## src/rtl/pr3_pkg.sv

```systemverilog
// Shared definitions for the FFT frame scheduler.
// Holds the scheduler FSM state encoding and the default system clock rate.
package pr3_pkg;

  // Default system clock rate in Hz.
  localparam int CLKHZ_DEFAULT = 40000000;

  // Scheduler states. IDLE must stay at encoding 0 so that reset leaves
  // every state-derived output at 0.
  typedef enum logic [1:0] {
    ST_IDLE    = 2'd0,
    ST_CAPTURE = 2'd1,
    ST_READOUT = 2'd2
  } state_e;

endpackage

```

## src/rtl/fft_frame_sched_if.sv

```systemverilog
// Sample-buffer and FFT-sink bus of the frame scheduler.
//   master (scheduler): drives buffer write/read controls and the FFT framing,
//                       receives fft_ready.
//   slave  (buffer + FFT sink side): the reverse.
// Handshake: a beat on fft_* transfers on every clock edge where fft_valid and
// fft_ready are both high. While fft_valid is high and fft_ready low the
// master holds every fft_* signal; fft_ready is meaningless while fft_valid
// is low.
interface fft_frame_sched_if #(
  parameter int NSINK = 3,
  parameter int FFT   = 11
);
  localparam int CHW = (NSINK > 1) ? $clog2(NSINK) : 1;

  logic           cap_we;
  logic [FFT-1:0] cap_addr;
  logic           rd_en;
  logic [FFT-1:0] rd_addr;
  logic [CHW-1:0] rd_ch;
  logic           fft_valid;
  logic           fft_sop;
  logic           fft_eop;
  logic [CHW-1:0] fft_ch;
  logic           fft_ready;

  modport master (
    output cap_we, cap_addr, rd_en, rd_addr, rd_ch,
    output fft_valid, fft_sop, fft_eop, fft_ch,
    input  fft_ready
  );

  modport slave (
    input  cap_we, cap_addr, rd_en, rd_addr, rd_ch,
    input  fft_valid, fft_sop, fft_eop, fft_ch,
    output fft_ready
  );
endinterface

```

## src/rtl/frame_tick_gen.sv

```systemverilog
// Free-running frame trigger generator.
// Ports: clk40 (clock), reset (synchronous, active-high),
//        tick (one-cycle pulse while the count sits at PERIOD-1).
module frame_tick_gen #(
  parameter int PERIOD = 8000
) (
  input  logic clk40,
  input  logic reset,
  output logic tick
);
  localparam int CW = (PERIOD > 1) ? $clog2(PERIOD) : 1;
  localparam logic [CW-1:0] CNT_LAST = CW'(PERIOD - 1);

  logic [CW-1:0] cnt_q;

  always_ff @(posedge clk40) begin
    if (reset) begin
      cnt_q <= '0;
    end else if (cnt_q == CNT_LAST) begin
      cnt_q <= '0;
    end else begin
      cnt_q <= cnt_q + 1'b1;
    end
  end

  assign tick = (cnt_q == CNT_LAST);
endmodule

```

## src/rtl/fft_frame_sched.sv

```systemverilog
// FFT frame scheduler: on each frame trigger captures N samples of all NSINK
// channels in parallel into a sample buffer, then streams the buffer to one
// shared FFT core channel by channel with valid/ready backpressure.
// Ports:
//   clk40, reset      clock and synchronous active-high reset
//   enable            triggers are accepted only while high
//   bus (master)      buffer write/read controls and FFT sink framing
//   busy              frame in progress (state != IDLE)
//   frame_cnt         completed frames, wraps
//   drop_cnt          triggers lost because a frame was in progress, saturates
//   dbg_state         current FSM state
module fft_frame_sched
  import pr3_pkg::*;
#(
  parameter int NSINK = 3,
  parameter int FFT   = 11,
  parameter int FREQ  = 5000,
  parameter int CLKHZ = CLKHZ_DEFAULT
) (
  input  logic                 clk40,
  input  logic                 reset,
  input  logic                 enable,
  fft_frame_sched_if.master    bus,
  output logic                 busy,
  output logic [15:0]          frame_cnt,
  output logic [15:0]          drop_cnt,
  output state_e               dbg_state
);
  localparam int N      = 2 ** FFT;
  localparam int PERIOD = CLKHZ / FREQ;
  localparam int CHW    = (NSINK > 1) ? $clog2(NSINK) : 1;
  localparam logic [FFT-1:0] ADDR_LAST = '1;
  localparam logic [CHW-1:0] CH_LAST   = CHW'(NSINK - 1);

  // A frame must fit its capture phase inside one trigger period.
  if (PERIOD < N + 1) begin : g_period_check
    $error("fft_frame_sched: PERIOD (CLKHZ/FREQ) must be at least 2**FFT+1");
  end

  logic tick;

  frame_tick_gen #(.PERIOD(PERIOD)) u_tick (
    .clk40 (clk40),
    .reset (reset),
    .tick  (tick)
  );

  state_e         state_q;
  logic           cap_we_q;
  logic [FFT-1:0] cap_addr_q;
  logic [FFT-1:0] rd_addr_q;
  logic [CHW-1:0] rd_ch_q;
  logic           rd_done_q;   // last read of the frame already issued
  logic           fft_valid_q;
  logic           fft_sop_q;
  logic           fft_eop_q;
  logic [CHW-1:0] fft_ch_q;
  logic [15:0]    frame_cnt_q;
  logic [15:0]    drop_cnt_q;

  logic rd_en_d;
  logic accept;
  logic last_accept;

  // A read may be issued when the output register is empty or being drained
  // this cycle; the buffer has one cycle of read latency, matching the
  // fft_* register stage.
  assign rd_en_d     = (state_q == ST_READOUT) && !rd_done_q &&
                       (!fft_valid_q || bus.fft_ready);
  assign accept      = fft_valid_q && bus.fft_ready;
  assign last_accept = accept && fft_eop_q && (fft_ch_q == CH_LAST);

  always_ff @(posedge clk40) begin
    if (reset) begin
      state_q     <= ST_IDLE;
      cap_we_q    <= 1'b0;
      cap_addr_q  <= '0;
      rd_addr_q   <= '0;
      rd_ch_q     <= '0;
      rd_done_q   <= 1'b0;
      fft_valid_q <= 1'b0;
      fft_sop_q   <= 1'b0;
      fft_eop_q   <= 1'b0;
      fft_ch_q    <= '0;
      frame_cnt_q <= '0;
      drop_cnt_q  <= '0;
    end else begin
      if (tick && (state_q != ST_IDLE) && (drop_cnt_q != 16'hFFFF)) begin
        drop_cnt_q <= drop_cnt_q + 16'd1;
      end

      case (state_q)
        ST_IDLE: begin
          if (tick && enable) begin
            state_q    <= ST_CAPTURE;
            cap_we_q   <= 1'b1;
            cap_addr_q <= '0;
          end
        end

        ST_CAPTURE: begin
          if (cap_addr_q == ADDR_LAST) begin
            state_q    <= ST_READOUT;
            cap_we_q   <= 1'b0;
            cap_addr_q <= '0;
            rd_addr_q  <= '0;
            rd_ch_q    <= '0;
            rd_done_q  <= 1'b0;
          end else begin
            cap_addr_q <= cap_addr_q + 1'b1;
          end
        end

        ST_READOUT: begin
          if (rd_en_d) begin
            fft_valid_q <= 1'b1;
            fft_ch_q    <= rd_ch_q;
            fft_sop_q   <= (rd_addr_q == '0);
            fft_eop_q   <= (rd_addr_q == ADDR_LAST);
            if (rd_addr_q == ADDR_LAST) begin
              rd_addr_q <= '0;
              if (rd_ch_q == CH_LAST) begin
                rd_ch_q   <= '0;
                rd_done_q <= 1'b1;
              end else begin
                rd_ch_q <= rd_ch_q + 1'b1;
              end
            end else begin
              rd_addr_q <= rd_addr_q + 1'b1;
            end
          end else if (accept) begin
            fft_valid_q <= 1'b0;
            fft_sop_q   <= 1'b0;
            fft_eop_q   <= 1'b0;
          end

          // rd_done_q guarantees no read is issued in the same cycle.
          if (last_accept) begin
            state_q     <= ST_IDLE;
            rd_done_q   <= 1'b0;
            fft_valid_q <= 1'b0;
            fft_sop_q   <= 1'b0;
            fft_eop_q   <= 1'b0;
            fft_ch_q    <= '0;
            frame_cnt_q <= frame_cnt_q + 16'd1;
          end
        end

        default: state_q <= ST_IDLE;
      endcase
    end
  end

  assign bus.cap_we    = cap_we_q;
  assign bus.cap_addr  = cap_addr_q;
  assign bus.rd_en     = rd_en_d;
  assign bus.rd_addr   = rd_addr_q;
  assign bus.rd_ch     = rd_ch_q;
  assign bus.fft_valid = fft_valid_q;
  assign bus.fft_sop   = fft_sop_q;
  assign bus.fft_eop   = fft_eop_q;
  assign bus.fft_ch    = fft_ch_q;

  assign busy      = (state_q != ST_IDLE);
  assign frame_cnt = frame_cnt_q;
  assign drop_cnt  = drop_cnt_q;
  assign dbg_state = state_q;
endmodule
```

## src/flat_wrapper.sv

```systemverilog
// flat-port wrapper written by rule: the top's interface ports become plain ports
module fft_frame_sched_flat import pr3_pkg::*;
#(
  parameter int NSINK = 3,
  parameter int FFT   = 11,
  parameter int FREQ  = 5000,
  parameter int CLKHZ = CLKHZ_DEFAULT
)
  (clk40, reset, enable, busy, frame_cnt, drop_cnt, dbg_state, bus_cap_we, bus_cap_addr, bus_rd_en, bus_rd_addr, bus_rd_ch, bus_fft_valid, bus_fft_sop, bus_fft_eop, bus_fft_ch, bus_fft_ready);
  fft_frame_sched_if #(.NSINK(NSINK), .FFT(FFT)) bus_i ();
  input  logic clk40;
  input  logic reset;
  input  logic enable;
  output logic busy;
  output logic [15:0] frame_cnt;
  output logic [15:0] drop_cnt;
  output state_e dbg_state;
  output wire logic [$bits(bus_i.cap_we)-1:0] bus_cap_we;
  output wire logic [$bits(bus_i.cap_addr)-1:0] bus_cap_addr;
  output wire logic [$bits(bus_i.rd_en)-1:0] bus_rd_en;
  output wire logic [$bits(bus_i.rd_addr)-1:0] bus_rd_addr;
  output wire logic [$bits(bus_i.rd_ch)-1:0] bus_rd_ch;
  output wire logic [$bits(bus_i.fft_valid)-1:0] bus_fft_valid;
  output wire logic [$bits(bus_i.fft_sop)-1:0] bus_fft_sop;
  output wire logic [$bits(bus_i.fft_eop)-1:0] bus_fft_eop;
  output wire logic [$bits(bus_i.fft_ch)-1:0] bus_fft_ch;
  input wire logic [$bits(bus_i.fft_ready)-1:0] bus_fft_ready;
  assign bus_cap_we = bus_i.cap_we;
  assign bus_cap_addr = bus_i.cap_addr;
  assign bus_rd_en = bus_i.rd_en;
  assign bus_rd_addr = bus_i.rd_addr;
  assign bus_rd_ch = bus_i.rd_ch;
  assign bus_fft_valid = bus_i.fft_valid;
  assign bus_fft_sop = bus_i.fft_sop;
  assign bus_fft_eop = bus_i.fft_eop;
  assign bus_fft_ch = bus_i.fft_ch;
  assign bus_i.fft_ready = bus_fft_ready;
  fft_frame_sched #(.NSINK(NSINK), .FFT(FFT), .FREQ(FREQ), .CLKHZ(CLKHZ)) u_core (.clk40(clk40), .reset(reset), .enable(enable), .bus(bus_i), .busy(busy), .frame_cnt(frame_cnt), .drop_cnt(drop_cnt), .dbg_state(dbg_state));
endmodule
```

## config.mk

```make
export PLATFORM = sky130hd
export DESIGN_NAME = fft_frame_sched_flat
export DESIGN_NICKNAME = d
export VERILOG_FILES = /design/src/rtl/pr3_pkg.sv /design/src/rtl/fft_frame_sched_if.sv /design/src/rtl/frame_tick_gen.sv /design/src/rtl/fft_frame_sched.sv /design/src/flat_wrapper.sv
export SDC_FILE = /design/constraint.sdc
export NUM_CORES = 1
export LEC_CHECK = 0
export ABC_AREA = 1
export CAP_MARGIN = 5
export CORE_UTILIZATION = 45
export DETAILED_ROUTE_END_ITERATION = 6
export PLACE_DENSITY = 0.69
export SLEW_MARGIN = 40
export SYNTH_ARGS = -nofsm -noshare
export SYNTH_HDL_FRONTEND = slang
export SYNTH_HIERARCHICAL = 1
export SYNTH_SLANG_ARGS = --single-unit
```

## constraint.sdc

```tcl
create_clock -name clk40 -period 4.1 [get_ports clk40]
set_input_delay 0.82 -clock clk40 [delete_from_list [all_inputs] [get_ports clk40]]
set_output_delay 0.82 -clock clk40 [all_outputs]
set_load 0.05 [all_outputs]
```

# Yosys cells after proc, flatten, opt, wreduce, memory -nomap -nowiden

Cells that the tools add are included.

Flip-flop bits (word level): 78
Latch bits: 0
Bits in writable memories: 0
Memory bits (read-only): 0
Input bits: 4
Output and inout bits: 66
Logic and storage cells: 96
Memories kept: 0

Add/sub/neg operators: 6
Multiply operators: 0
Div/mod/pow operators: 0
Magnitude comparators: 0
Equality and inequality tests: 16
Shift operators: 0
Muxes and demuxes: 33
Bitwise operators: 0
Reduce and logical (&&, ||, !) cells: 28

Operator list:

| cell                                                   | number |
|---|---|
| two-way mux 11 bit                                     | 5 |
| case mux 11 bit (2 select lines)                       | 2 |
| adder 16 x 1 -> 16 bit (second input constant)         | 2 |
| adder 11 x 1 -> 11 bit (second input constant)         | 2 |
| == test 11 bit (second input constant)                 | 2 |
| two-way mux 2 bit                                      | 9 |
| inequality test 16 bit (second input constant)         | 1 |
| adder 13 x 1 -> 13 bit (second input constant)         | 1 |
| == test 13 bit (second input constant)                 | 1 |
| two-way mux 1 bit                                      | 13 |
| zero test 11 bit                                       | 1 |
| inequality test 3 x 2 -> 1 bit (second input constant) | 3 |
| AND reduction 3 bit                                    | 3 |
| logical AND 1 bit                                      | 8 |
| AND reduction 2 bit                                    | 4 |
| nonzero test 2 bit                                     | 4 |
| == test 2 bit (second input constant)                  | 3 |
| inequality test 2 x 1 -> 1 bit (second input constant) | 3 |
| case mux 2 bit (3 select lines)                        | 1 |
| AND reduction 5 bit                                    | 1 |
| inequality test 2 bit (second input constant)          | 2 |
| case mux 1 bit (2 select lines)                        | 2 |
| case mux 2 bit (2 select lines)                        | 1 |
| AND reduction 4 bit                                    | 1 |
| 7 further kinds                                        | 8 |

# Longest topological paths before layout

Depth after elaboration: 6
Gate-level depth with buffers: 13
Gate-level depth less buffers: 13

# By module

The synthesis kept the hierarchy.

By module, submodules not included:

| module          | times used | cells each | area an instance (sq um) | sequential area each (sq um) |
|---|---|---|---|---|
| fft_frame_sched | 1          | 553        | 3473.3                   | 1301.2 |
| frame_tick_gen  | 1          | 97         | 660.6                    | 260.2 |

# Worst setup path after synthesis

Ideal clock, no wire load.

Kind: flip-flop to output port
Start: reg u_core.state_q[1] (netlist: u_core/dbg_state[1])
End: out bus_rd_en
Arrival: 1.441 ns
Setup slack: 1.839 ns
Stages on the path, launching flop included: 5
Path through: dfxtp_1 inv_2 nor2_4 nand3_1 inv_1

Cells in the longest elaborated chain, start to end: 3

Ends and longest elaborated chain:

| what                            | line                   | source |
|---|---|---|
| start, declared                 | fft_frame_sched.sv:48  | `state_e state_q;` |
| start signal, assigned          | fft_frame_sched.sv:75  | `state_q <= ST_IDLE;` |
| start signal, assigned          | fft_frame_sched.sv:95  | `state_q <= ST_CAPTURE;` |
| start signal, assigned          | fft_frame_sched.sv:103 | `state_q <= ST_READOUT;` |
| == test 2 bit                   | fft_frame_sched.sv:68  | `assign rd_en_d = (state_q == ST_READOUT) && !rd_done_q &&` |
| logical AND 1 bit (2 in series) | fft_frame_sched.sv:68  |  |
| end, declared                   | flat_wrapper.sv:20     | `output wire logic [$bits(bus_i.rd_en)-1:0] bus_rd_en;` |

Every way passes these cells.

# Worst setup path after layout

Start: in bus_fft_ready
End: out bus_rd_en

Cells in the longest elaborated chain, start to end: 2

Ends and longest elaborated chain:

| what              | line                  | source |
|---|---|---|
| start, declared   | flat_wrapper.sv:27    | `input wire logic [$bits(bus_i.fft_ready)-1:0] bus_fft_ready;` |
| logical OR 1 bit  | fft_frame_sched.sv:69 | `(!fft_valid_q \|\| bus.fft_ready);` |
| logical AND 1 bit | fft_frame_sched.sv:68 |  |

Every way passes these cells.

==> flow_summary.ini <==
[pwr]
clock_power_share = 0.445
power.switching_mw = 0.2997
switching_share = 0.2102
power.share.combinational = 0.020
vdd.ir_drop.worst_uv = 170.3
cell_internal_power_dissipation_mw = 1.126
p_seq_frac = 0.534
cellPowerDensity_nw_per_um2 = 278.3
power.leakage_nw = 1.859

[drt]
avgRoutedWirePerCell_um = 12.36
firstDrtPassIters = 7
detail_route.drc_violations = 8
routed-via-count = 4275
drt.antenna.violating_nets = 0
detail_route.wirelength_mm = 10.31
viasPerCell = 5.126
detailedRoute.firstIterationViolations = 219

[yosys]
synthMuxAreaShare = 0
synth_nets = 660
mappedNetlistArea_um2 = 4134
synth-seq-cells = 78
synth.avg_cell_area_um2 = 6.360
netlist-cell-type-count = 31
ys_warn_count = 6
synth_top_family_by_area = simple AND/OR/NAND/NOR gates
compound_cell_area_share_of_the_yosys_netlist = 0.1096
post_synth_inst_count = 650
yosys.area_share.adder = 0.01816
synthXorXnorAreaFrac = 0.02754
yosys.area_share.simple = 0.3768
seq_area_frac_synth = 0.3777

[setup_path]
crit_path_end_kind = primary output
rr_startpoint = u_core/u_tick/cnt_q[0]
cp.arrival_ns = 2.48
critPathLaunch = bus_fft_ready
timing.setup.critical_path_class = input pin to primary output
worstSetupStartpointType = input pin
path_max_fanout = 4
critical_path_required_ns = 3.28

[clock_tree]
clock_latency_ns = 0.35
worst_path_clk_slew_ns = 0.07
cts_max_path_buffers = 2
ctsResizeCount = 0
ctsHtreeMaxLevel = 3
cts_setup_buffers = 0
cts.root.buffer_cell = clkbuf_8
ctsHoldBuffers = 0
clock_sink_count = 78
cts_made_buffers = 9
cts_tree = built

[finish]
total_inserted_antenna_cells = 0
final_core_utilization = 0.5820
num-fill-cells = 849
area_delta_synth_final_pct = 23.97
design.final.nets = 731
drive_above_1_share = 0.05647

[min_path]
hold_path.class = flop to flop
min-delay-start = u_core/u_tick/cnt_q[0]

[floorplan]
fp.dieW_um = 97.85
initial_utilization = 0.4695
die_h_um = 97.85
num_rows = 34
design.portCount = 70
die_area_um2 = 9574
coreArea_um2 = 8806

[timing]
slew_violations = 0
max_clk_rate_mhz = 302.7
hold_viol_final = 0
finalClockSkew_ns = 0.01142
final.min_clock_period_ns = 3.304
worst_pin_slew_ns = 0.5332
setup_viol = 0
timing.final.crit_share = 0.8058
fin_worst_hold_slack_ns = 0.4628
setup_total_negative_slack_ns = 0
max_slew_margin = 0.6440
grt_setup_unrepaired = false

[run_status]
status = finished with violations
failed_checks = DRC

[grt]
grt_first_pass_wirelength_mm = 17.73
grt_antenna_before_repair = 0
grt_util_all_layers = 0.2232
first_global_vias = 3934
grt_max_degree = 36
grt_overflow = 0

[placement]
dp_hpwl_mm = 7.393
io_buf_count = 69
finalWeightedCongestion = 0.8935

[run]
max-cap-violations = 0
## through the flow
step                area, µm²  cells  total power [mW]  setup WS (ns)
floorplan                4134    650            0.7996          1.839
global placement         4910    818            0.8078         0.8548
detailed placement       4910    818            0.8088         0.8131
CTS                      5125    834             1.443         0.8058
global route             5125    834             1.476         0.7085
finish                   5125    834             1.426         0.7963
## sequential cells by signal, indices dropped and copies added (netlist names)
register / count
u_core/drop_cnt: 16
u_core/frame_cnt: 16
u_core/u_tick/cnt_q: 13
u_core/bus.cap_addr: 11
u_core/bus.rd_addr: 11
u_core/bus.fft_ch: 2
u_core/bus.rd_ch: 2
u_core/dbg_state: 2
u_core/bus.cap_we: 1
u_core/bus.fft_eop: 1
u_core/bus.fft_sop: 1
u_core/bus.fft_valid: 1
u_core/rd_done_q: 1
## kinds of logic (layout without fill, tap and decap cells)
logic type | Yosys count | count (layout)
compound gates | 84 | 84
xor+xnor | 13 | 13
fa+ha+maj | 6 | 6
buf+inv | 94 | 170
flops | 78 | 78
simple gates | 375 | 375
## cell usage after synthesis
library cell	instances	share of area
nor3_1	13	0.016
nand2_1	187	0.17
nand3_1	35	0.042
xnor2_1	4	0.0085
or2_2	2	0.0030
nand4_1	14	0.021
a211oi_1	1	0.0018
xor2_1	9	0.019
clkbuf_1	6	0.0054
o21ai_4	1	0.0039
o21ai_1	5	0.0061
o21ai_2	1	0.0021
inv_1	76	0.069
or2_0	1	0.0015
nand3b_1	3	0.0054
o21ai_0	20	0.024
o21a_1	2	0.0036
nor2_4	1	0.0027
dfxtp_1	78	0.38
buf_4	1	0.0018
nor2_2	5	0.0076
inv_2	8	0.0073
nand2_2	4	0.0061
nor2_1	109	0.099
buf_6	2	0.0054
buf_2	1	0.0012
ha_1	6	0.018
nand3_2	1	0.0024
a21oi_2	2	0.0042
a21oi_1	50	0.061
a31oi_1	2	0.0030
## cells in the final DEF, fill, tap and decap left out, types with 3 or more instances in the layout
cell type,n
nand3b_1,3
a21oi_1,50
nand4_1,14
nor2_2,5
nand2_1,187
nor2_1,109
xor2_1,9
inv_2,9
xnor2_1,4
clkdlybuf4s50_1,69
nand2_2,4
nand3_1,35
inv_1,75
ha_1,6
dfxtp_1,78
o21ai_0,20
o21ai_1,5
clkbuf_8,10
nor3_1,13
## final timing paths
path	slack [ns]	cells past startpoint	endpoint
worst min-delay path	0.46	1	u_core/u_tick/cnt_q[0]
worst min register to register	0.46	1	u_core/u_tick/cnt_q[0]
worst max register to register	1.69	11	u_core/drop_cnt[9]
worst max-delay path	0.80	6	bus_rd_en
## routing by layer
metal  up-vias  wire [µm]  GRT usage
met5         -          0          0
met2       115       4911     0.3738
met3        16        481    0.03722
met1      1952       4766     0.2886
li1       2192          -          -
met4         0        148    0.08159
## power by group through the flow
| stage | sequential (mW) | clock (mW) | combinational, mW |
|---|---|---|---|
| after floorplan | 0.779 | 0 | 0.0203 |
| after global routing | 0.762 | 0.682 | 0.0326 |
| final | 0.762 | 0.635 | 0.0290 |
| after detailed placement | 0.780 | 0 | 0.0290 |
| after CTS | 0.762 | 0.653 | 0.0290 |
| after global placement | 0.780 | 0 | 0.0282 |
## worst max-delay path: stages
cell and delay (ns):
clkdlybuf4s50_1 0.49, inv_1 0.04, nand2_1 0.05, nand3_1 0.16, inv_1 0.12, clkdlybuf4s50_1 0.80
## final cells by class
| class | instances | area, µm² | area share |
|---|---|---|---|
| Clock inverter | 4 | 70.07 | 0.01367 |
| Sequential cell | 78 | 1562 | 0.3047 |
| Inverter | 84 | 315.3 | 0.06152 |
| Clock buffer | 12 | 145.1 | 0.02832 |
| Multi-Input combinational cell | 478 | 2200 | 0.4292 |
| Tap cell | 108 | 135.1 | 0.02637 |
| Timing Repair Buffer | 70 | 698.2 | 0.1362 |
(Power assumes the default switching activity.)
==> variant 1: new RTL, same flow settings <==
The package constant `CLKHZ_DEFAULT` goes from 40000000 to 20000000.
--- a/src/rtl/pr3_pkg.sv
+++ b/src/rtl/pr3_pkg.sv
@@ -4,5 +4,5 @@
 
   // Default system clock rate in Hz.
-  localparam int CLKHZ_DEFAULT = 40000000;
+  localparam int CLKHZ_DEFAULT = 20000000;
 
   // Scheduler states. IDLE must stay at encoding 0 so that reset leaves
Function: same outputs for any inputs over 10 cycles, from zero or initial values and one cycle with reset high; that may be too few to reach the edited logic, so the function may still have changed.
==> variant 1 against the unedited design <==
Combinational power rose by 11%; via count fell by 2.3%; sequential cell count fell by 1; wire length fell by 2.7%; setup slack got worse by 0.024 ns; the run still ends with design-rule violations left; synthesized cell count fell by 2.5%; design area rose by 0.51%; synthesized area rose by 0.58%; register-to-register slack improved by 0.07 ns; clock power fell by 2%; maximum frequency fell by 0.72%; total power fell by 1.4%.
==> variant 1: results (changes against the unedited design) <==
DRC viols=3 (-5); crit path DAT=2.51 ns (+0.03 ns); Leak=0.00186 uW (about the same); most common library cells after synthesis=nand2_1 (178), nor2_1 (98), dfxtp_1 (77); adder-cell share of the synthesized area=0.0181 (-0.000104); Seq/Total Area, Yosys=0.371 (-0.00697); first-pass GRT wire length=17300 um (-2.3%); status=finished, violations left; nets=716 (-2.1%); DRT iter0 DRCs=147 (-33%); vias in the first global route=4048 (+2.9%); failing checks=design-rule violations; XOR/XNOR Fraction of Synth Area=0.0295 (+0.00195); Worst Tran Pin Value=0.530 ns (-0.00275 ns); grt met2 use=0.382 (+0.00813); largest cells by area after synthesis=dfxtp_1 (37%), nand2_1 (16%), nor2_1 (8.8%), inv_1 (6.4%), a21oi_1 (5.5%); Fin Clk Skew=0.0108 ns (-0.000632 ns); sw power=306 uW (+2.1%); Netlist cell types=34 (+9.7%); grt met3 use=0.0437 (+0.00644); vias per inst=5.10 (-0.55%); DR WL/cell=12.3 um (-0.89%); GRT Total Usage=0.219 (-0.00387); GP Congestion=0.861 (-3.6%); core area=0.00885 sq mm (+0.48%); syn nets=644 (-2.4%); layout cells sized above 1=0.0816 (+0.0251); die area=0.00963 sq mm (+0.56%); post-synthesis mux area share=0 (unchanged); routing usage on met1=0.262 (-0.0265); Filler cells=885 (+4.2%)
[variant 1: cell types whose count changed in the layout (fill, tap and decap cells not counted), moves of 2 or more]
cell,delta
nor2_2,+6
a21oi_1,-4
nor2_1,-11
inv_1,-5
o21ai_0,-2
xor2_1,+2
nor2_4,+4
a21oi_2,+2
nand2_1,-9
[variant 1: power groups by stage]
stage	combinational [uW]	sequential, uW	clock (uW)
6_report	32.3	752	622
5_1_grt	35.6	752	665
4_1_cts	32.1	752	643
3_5_place_dp	31.9	769	0
3_3_place_gp	31.7	769	0
2_1_floorplan	22.6	769	0
[variant 1: cell type report]
cell class	count	area [sq um]	area share
Timing Repair Buffer	70	698	0.136
Tap cell	108	135	0.0262
Multi-Input combinational cell	468	2270	0.441
Clock buffer	11	131	0.0255
Inverter	80	300	0.0583
Clock inverter	5	75.1	0.0146
Sequential cell	77	1540	0.299
[variant 1: metrics by stage]
stage                     setup slack [ns]  std cells  cell area, sq um
final                                0.772        819              5150
after global routing                 0.714        819              5150
after CTS                            0.772        819              5150
after detailed placement             0.780        803              4940
after global placement               0.771        803              4940
after floorplan                       1.84        634              4160
[variant 1: per-layer routing]
layer  share of wire  up-vias
met1            0.45     1906
met3           0.045       15
met4           0.017        0
met2            0.48      105
li1                -     2149
met5               0        -
[variant 1: final timing paths]
| kind | cells after the start | from | slack [ns] | endpoint |
|---|---|---|---|---|
| min reg2reg | 1 | u_core/u_tick/cnt_q[0] | 0.48 | u_core/u_tick/cnt_q[0] |
| max | 6 | bus_fft_ready | 0.77 | bus_rd_en |
| max reg2reg | 10 | u_core/u_tick/cnt_q[0] | 1.76 | u_core/drop_cnt[9] |
| min | 1 | u_core/u_tick/cnt_q[0] | 0.48 | u_core/u_tick/cnt_q[0] |
==> variant 2: new RTL, config.mk and constraints unchanged <==
Made on the original files. Put one more register stage on the output `dbg_state`, without a reset. The value now appears one clock later. The other outputs are not delayed to match.
--- a/src/rtl/fft_frame_sched.sv
+++ b/src/rtl/fft_frame_sched.sv
@@ -165,4 +165,6 @@
   assign frame_cnt = frame_cnt_q;
   assign drop_cnt  = drop_cnt_q;
-  assign dbg_state = state_q;
+  always_ff @(posedge clk40) begin
+    dbg_state <= state_q;
+  end
 endmodule
Check against the original RTL: no difference found for any inputs over 10 cycles, from zero or initial values and one cycle with reset high; that may be too few to reach the edited logic, so the function may still have changed.
==> variant 2 against the unedited design <==
Core utilization decreased by 1.4 points; design area increased by 3.3%; wire length increased by 1.4%; total power decreased by 7.4%; clock power decreased by 20%; synthesized area increased by 5.7%; sequential cell count increased by 2; first-iteration DRC count decreased by 29%; setup slack improved by 0.0093 ns; largest cell class unchanged.
==> variant 2: results (changes against the unedited design) <==
pin count of the biggest net entering global routing=33 (-8.3%); most common library cells after synthesis=nand2_1 (174), nor2_1 (109), dfxtp_1 (80); clkbuf count=11 (-1); Netlist cell types=37 (+19%); Peak VDD IR=0.115 mV (-33%); Initial DRT Pass Iterations=4 (-3); Filler cells=945 (+11%); setup slack, reg-to-reg=1.62 ns (-0.07 ns); Max-slew headroom=0.650 (+0.00623); layout cells sized above 1=0.0888 (+0.0323); Combinational Power Share=0.022 (+0.002); DRT iter0 DRCs=156 (-29%); Non-Clock Buffer Count=71 (+1.4%); wirelength, routed=10500 um (+1.4%); Detail Placement HPWL=7480 um (+1.1%); first-pass GRT wire length=17500 um (-1.2%); met3 wire length=334 um (-31%); Tapcells=129 (+19%); vias per inst=4.97 (-3.1%); min-delay src=u_core/state_q[0]; Int Power=1010 uW (-11%); multi-input gates=489 (+2.3%); grt met3 use=0.0347 (-0.00255); DRC viols=0 (-8); Leak=0.00185 uW (-0.56%); Hold Crit Depth=0 (-1); M1 wire length=5160 um (+8.2%); worst hold endpoint=u_core/dbg_state[0]; Final non-clock buffer share=0.133 (-0.00299); nets=737 (+0.82%); GRT Total Usage=0.216 (-0.00674); power per standard cell area=249 mW/mm^2 (-10%); status=complete, no violations; Fin Clk Skew=0.00932 ns (-0.00210 ns); FF+latch count=80 (+2.6%); syn nets=669 (+1.4%); Clock-cell share=0.0312 (-0.0108); Register Area=0.00160 sq mm (+2.6%)
variant 2: cell types whose count changed after synthesis, sizes merged, moves of 3 or more:
cell,delta
buf,+6
nor3,-6
inv,-9
nor2,+4
o21ai,-5
xor2,+3
nand3,+9
variant 2: cells by family (layout without fill, tap and decap cells):
| logic type | count (synthesis) | in the layout | synth area share |
|---|---|---|---|
| adders and majority gates | 6 | 6 | 0.0172 |
| xor gates and xnor gates | 18 | 18 | 0.0361 |
| buffers and inverters | 90 | 163 | 0.0896 |
| and+or+nand+nor | 385 | 385 | 0.386 |
| AOI/OAI and AO/OA | 80 | 80 | 0.105 |
| DFF | 80 | 80 | 0.367 |
variant 2: per-stage QoR:
stage                     worst slack, ns  cells  hold WS, ns  cell area [sq um]
after detailed placement            0.803    845        0.369               5130
final                               0.806    861        0.382               5300
after global placement              0.813    845        0.372               5130
after CTS                           0.793    861        0.383               5300
after global routing                0.716    861        0.391               5300
after floorplan                      1.87    659        0.362               4370
